[src/rtl/imem_prog.sv]
// imem_prog: run-time loadable instruction store for the lab CPU.
// A host streams words in through an auto-incrementing program port while in
// PROG. The core fetches through a req/ready port in RUN and gets a registered
// response one cycle later. Words not written since reset, and out-of-range
// addresses, read back as FILL_WORD.
module imem_prog #(
    parameter int unsigned          DATA_W    = 8,
    parameter int unsigned          ADDR_W    = 8,
    parameter int unsigned          DEPTH     = 32,
    parameter logic [DATA_W-1:0]    FILL_WORD = '0,
    localparam int unsigned         CNT_W     = $clog2(DEPTH + 1)
) (
    input  logic              clk_i,
    input  logic              reset_i,
    input  logic              prog_en_i,
    input  logic              prog_we_i,
    input  logic [DATA_W-1:0] prog_data_i,
    output logic [CNT_W-1:0]  prog_count_o,
    output logic              prog_wrap_o,
    input  logic              fetch_req_i,
    input  logic [ADDR_W-1:0] fetch_addr_i,
    output logic              fetch_ready_o,
    output logic [DATA_W-1:0] instr_o,
    output logic              instr_valid_o,
    output logic              addr_err_o
);

    localparam int unsigned IDX_W = (DEPTH > 1) ? $clog2(DEPTH) : 1;

    // One extra bit so DEPTH == 2**ADDR_W is representable and the range
    // check runs on the full fetch address, never a truncated index.
    localparam logic [ADDR_W:0]  DEPTH_X   = (ADDR_W + 1)'(DEPTH);
    localparam logic [IDX_W-1:0] LAST_IDX  = IDX_W'(DEPTH - 1);
    localparam logic [CNT_W-1:0] COUNT_MAX = CNT_W'(DEPTH);

    typedef enum logic {
        ST_RUN  = 1'b0,
        ST_PROG = 1'b1
    } state_e;

    state_e              state_q, state_d;
    logic [IDX_W-1:0]    wptr_q, wptr_d;
    logic [CNT_W-1:0]    count_q, count_d;
    logic                wrap_q, wrap_d;
    logic [DEPTH-1:0]    written_q, written_d;
    logic [DATA_W-1:0]   instr_q, instr_d;
    logic                valid_q, valid_d;
    logic                err_q, err_d;

    logic [DATA_W-1:0]   mem [DEPTH];

    logic                wr_en;
    logic                fetch_acc;
    logic                addr_in_range;
    logic [IDX_W-1:0]    rd_idx;

    assign fetch_ready_o = (state_q == ST_RUN);
    assign fetch_acc     = fetch_req_i && fetch_ready_o;
    assign addr_in_range = ({1'b0, fetch_addr_i} < DEPTH_X);
    assign rd_idx        = fetch_addr_i[IDX_W-1:0];
    assign wr_en         = (state_q == ST_PROG) && prog_we_i && !reset_i;

    // Next-state logic for the mode FSM and the program-port bookkeeping.
    always_comb begin
        // NOTE: every signal gets a default first, so no path through this
        // block leaves a variable unassigned and no latch is inferred.
        state_d   = state_q;
        wptr_d    = wptr_q;
        count_d   = count_q;
        wrap_d    = wrap_q;
        written_d = written_q;

        unique case (state_q)
            ST_RUN: begin
                if (prog_en_i) begin
                    state_d = ST_PROG;
                    wptr_d  = '0;
                    count_d = '0;
                    wrap_d  = 1'b0;
                end
            end
            ST_PROG: begin
                if (prog_we_i) begin
                    written_d[wptr_q] = 1'b1;
                    if (wptr_q == LAST_IDX) begin
                        wptr_d = '0;
                        wrap_d = 1'b1;
                    end else begin
                        wptr_d = wptr_q + 1'b1;
                    end
                    if (count_q != COUNT_MAX) begin
                        count_d = count_q + 1'b1;
                    end
                end
                if (!prog_en_i) begin
                    state_d = ST_RUN;
                end
            end
            default: state_d = ST_RUN;
        endcase
    end

    // Fetch response: result of an accepted request, held otherwise.
    always_comb begin
        instr_d = instr_q;
        err_d   = err_q;
        valid_d = fetch_acc;
        if (fetch_acc) begin
            if (!addr_in_range) begin
                instr_d = FILL_WORD;
                err_d   = 1'b1;
            end else if (!written_q[rd_idx]) begin
                instr_d = FILL_WORD;
                err_d   = 1'b0;
            end else begin
                instr_d = mem[rd_idx];
                err_d   = 1'b0;
            end
        end
    end

    // Control and response registers; reset wins over every other input.
    always_ff @(posedge clk_i) begin
        // NOTE: state registers use non-blocking assignments so every flop
        // samples the pre-edge values regardless of statement order.
        if (reset_i) begin
            state_q   <= ST_RUN;
            wptr_q    <= '0;
            count_q   <= '0;
            wrap_q    <= 1'b0;
            written_q <= '0;
            instr_q   <= FILL_WORD;
            valid_q   <= 1'b0;
            err_q     <= 1'b0;
        end else begin
            state_q   <= state_d;
            wptr_q    <= wptr_d;
            count_q   <= count_d;
            wrap_q    <= wrap_d;
            written_q <= written_d;
            instr_q   <= instr_d;
            valid_q   <= valid_d;
            err_q     <= err_d;
        end
    end

    // Word storage written from the program port.
    always_ff @(posedge clk_i) begin
        // NOTE: the data array is deliberately not reset; the written bits
        // mask stale contents, which keeps the array mappable to plain RAM.
        if (wr_en) begin
            mem[wptr_q] <= prog_data_i;
        end
    end

    assign prog_count_o  = count_q;
    assign prog_wrap_o   = wrap_q;
    assign instr_o       = instr_q;
    assign instr_valid_o = valid_q;
    assign addr_err_o    = err_q;

endmodule
[config.mk]
export PLATFORM = sky130hd
export DESIGN_NAME = imem_prog
export DESIGN_NICKNAME = d
export VERILOG_FILES = /design/src/rtl/imem_prog.sv
export SDC_FILE = /design/constraint.sdc
export NUM_CORES = 1
export LEC_CHECK = 0
export BUFFER_PORTS_ARGS = -buffer_cell sky130_fd_sc_hd__buf_2
export CAP_MARGIN = 30
export CORE_ASPECT_RATIO = 0.8
export CORE_MARGIN = 2
export CORE_UTILIZATION = 45
export CTS_BUF_LIST = sky130_fd_sc_hd__clkbuf_4 sky130_fd_sc_hd__clkbuf_8 sky130_fd_sc_hd__clkbuf_16
export DETAILED_ROUTE_END_ITERATION = 6
export PLACE_DENSITY = 0.58
export SLEW_MARGIN = 20
export SYNTH_ARGS = -nofsm -noshare
export SYNTH_HDL_FRONTEND = slang
export SYNTH_SLANG_ARGS = --single-unit
export TNS_END_PERCENT = 10
[constraint.sdc]
create_clock -name clk_i -period 6.2 [get_ports clk_i]
set_input_delay 0 -clock clk_i [delete_from_list [all_inputs] [get_ports clk_i]]
set_output_delay 0 -clock clk_i [all_outputs]
set_load 0.05 [all_outputs]
==> qor.csv <==
metric;value;unit
status;finished clean;
layout_setup_ws;3.472;ns
relSlewSlack;35.77;%
dp.final_hpwl;18830;microns
worstSetupEndpointType;flip-flop;
synth-main-ff-cell;edfxtp_1;
dr.first_iter.drc_count;735;
grt_remaining_overflow;0;
nets;852;
post_cts_buffers;0;
row_count;55;
cts_resized;0;
cts_root_buf;clkbuf_16;
synth_edf_count;256;
final.setup.tns;0;ns
drc;0;
die_area;30230;sq um
synth_area_leaders;edfxtp_1 59%, mux4_2 12%, dfxtp_1 8.5%, mux2i_1 2.9%, o22ai_1 1.8%;
grt_start_max_net_pins;74;
ios;39;
cts_num_sinks;311;
yosysTopAreaCell;edfxtp_1;
place.gp.congestion;0.7787;
antenna_found_initial;0;
finalCriticalPeriod;2.728;ns
cp_data_required_time;6.36;ns
synthCells;786;
area_growth_syn_to_layout;12.36;%
grt_usage;20.10;%
cp_cell_sequence;nand2_1 -> nor2_1 -> nand2_1 -> nor2_1;
crit_fanout;16;
cts_inserted_buffers;30;
totalWireLength;30020;microns
drt-vias-per-instance;5.897;
clock_skew;0.01098;ns
total_power;4.347;mW
yosys-top-cells-count;256 x edfxtp_1, 71 x mux4_2, 57 x nor2_1;
path_clk_slew;0.06;ns
cts_tree;yes;
start_util;45.79;%
ant_nets;0;
setup_viol;0;
insertion_delay;0.55;ns
n_antenna_cell;0;
die_x;193.9;microns
htreeDepth;1;
synth_cell_types;46;
port_buffers;38;
avgSynthCellArea;16.52;sq um
pre_cts_slack;3.374;ns
p_per_area;298.0;nW/um^2
clock_tree.buffer_depth;3;
synthesis.nets;814;
p_leak;4.748;nW
report.final.slew_viol_count;0;
async_reset_ff_share;0;%
first_pass_iters;5;
clock.fmax;366.5;MHz
fp.coreArea;28350;sq um
vdd_drop_max;0.0002169;V
netlist_area;12980;sq um
tightest_slew;0.9598;ns
drv_cap;0;
hold_path_class;input pin to flip-flop;
wl_per_cell;24.65;microns
num_vias;7183;
hold_viol;0;
dieHeight;155.9;microns
yosys_warnings;0;
yosysSeqAreaShare;67.69;%
critPathLaunchType;flip-flop;
ys_seq_elements;311;
critPathKind;flip-flop to flip-flop;
drive_gt1_share;23.11;%
slowest_delay;0.92;ns
synth_top_area_share;59.21;%
arrival;2.89;ns
synth_most_common_cell;edfxtp_1;
grt_pass1_wl;45320;microns
rsz0062_at_grt;false;
grt_pass1_vias;7296;
slowest_stage;nor2_1;
period_share;44.01;%
==> critical path, delay by kind of cell, from the launching register on <==
kind,cells,cell delay [ns]
and+or+nand+nor,4,1.82
DFF,1,0.53
==> placed cells by master (no fill, tap or decap), drive strengths merged, types with 5 or more instances in the layout <==
cell / synthesis / routed
a221oi: 13 / 13
o211ai: 13 / 13
o22ai: 38 / 38
nand2b: 5 / 5
xor2: 6 / 6
nor2: 57 / 57
clkbuf: 28 / 39
dfxtp: 55 / 55
o31ai: 7 / 7
nand2: 27 / 27
a21oi: 6 / 6
ha: 7 / 7
o21ai: 9 / 9
mux2: 19 / 19
buf: 23 / 47
a22o: 5 / 5
inv: 39 / 39
mux4: 73 / 73
clkinv: 0 / 11
dlygate4sd3: 0 / 10
nor2b: 14 / 14
a211oi: 18 / 18
mux2i: 37 / 37
edfxtp: 256 / 256
==> through the flow <==
stage          instances  area (sq um)  util [%]  hold WS (ns)
3_3_place_gp        1147         13420     47.33        0.2646
6_report            1218         14590     51.45       0.02315
3_5_place_dp        1148         13440     47.39        0.2976
2_1_floorplan        786         12980         -       0.09887
5_1_grt             1218         14590     51.45       0.03175
4_1_cts             1214         14560     51.34      0.004245
==> metal layers <==
metal  track usage (%)  up-vias  part of all wire (%)
met4             4.401        0                   1.9
met5                 0        -                     0
met2             31.05      281                    45
li1                  -     3190                     -
met3             4.302       39                   9.1
met1             29.63     3673                    44
==> worst paths after layout <==
check / startpoint / to / slack [ns] / depth (start not counted)
max: state_q$_SDFF_PP0_ / mem[25][5]$_DFFE_PP_ / 3.47 / 4
min: prog_data_i[1] / mem[18][1]$_DFFE_PP_ / 0.02 / 1
max reg2reg: state_q$_SDFF_PP0_ / mem[25][5]$_DFFE_PP_ / 3.47 / 4
min reg2reg: instr_o[3]$_SDFFE_PP0P_ / instr_o[3]$_SDFFE_PP0P_ / 0.45 / 2
==> timing repair <==
item,4_1_cts,5_1_grt
endpoints found under the hold margin,135,0
setup endpoints to repair,0,0
hold buffers,10,0
==> flip-flops by register name (all words and copies together), names as in the netlist <==
register	flops
prog_wrap_o	1
instr_o	8
prog_count_o	6
state_q	1
wptr_q	5
written_q	32
instr_valid_o	1
addr_err_o	1
mem	256
==> where the power goes <==
| part | internal, mW | total [mW] | switching, mW |
|---|---|---|---|
| Clock | 1.10 | 1.86 | 0.762 |
| Sequential | 2.26 | 2.26 | 0.00345 |
| Combinational | 0.0857 | 0.225 | 0.140 |
| Total | 3.44 | 4.35 | 0.905 |
==> logic make-up after synthesis <==
| group | Yosys count | synth area share, % |
|---|---|---|
| and+or+nand+nor | 125 | 4.453 |
| xor gates and xnor gates | 7 | 0.4723 |
| adders and majority gates | 7 | 0.6746 |
| AOI/OAI and AO/OA | 117 | 6.380 |
| DFF | 311 | 67.69 |
| buffers and inverters | 90 | 3.103 |
| muxes | 129 | 17.22 |
==> layout make-up <==
class,instances,area [sq um]
Clock buffer,39,854.6
Clock inverter,17,166.4
Fill cell,2314,13770
Inverter,39,146.4
Multi-Input combinational cell,385,3794
Sequential cell,311,8788
Tap cell,370,462.9
Timing Repair Buffer,57,374.1
Note: power is estimated with default switching activity, not from simulation.
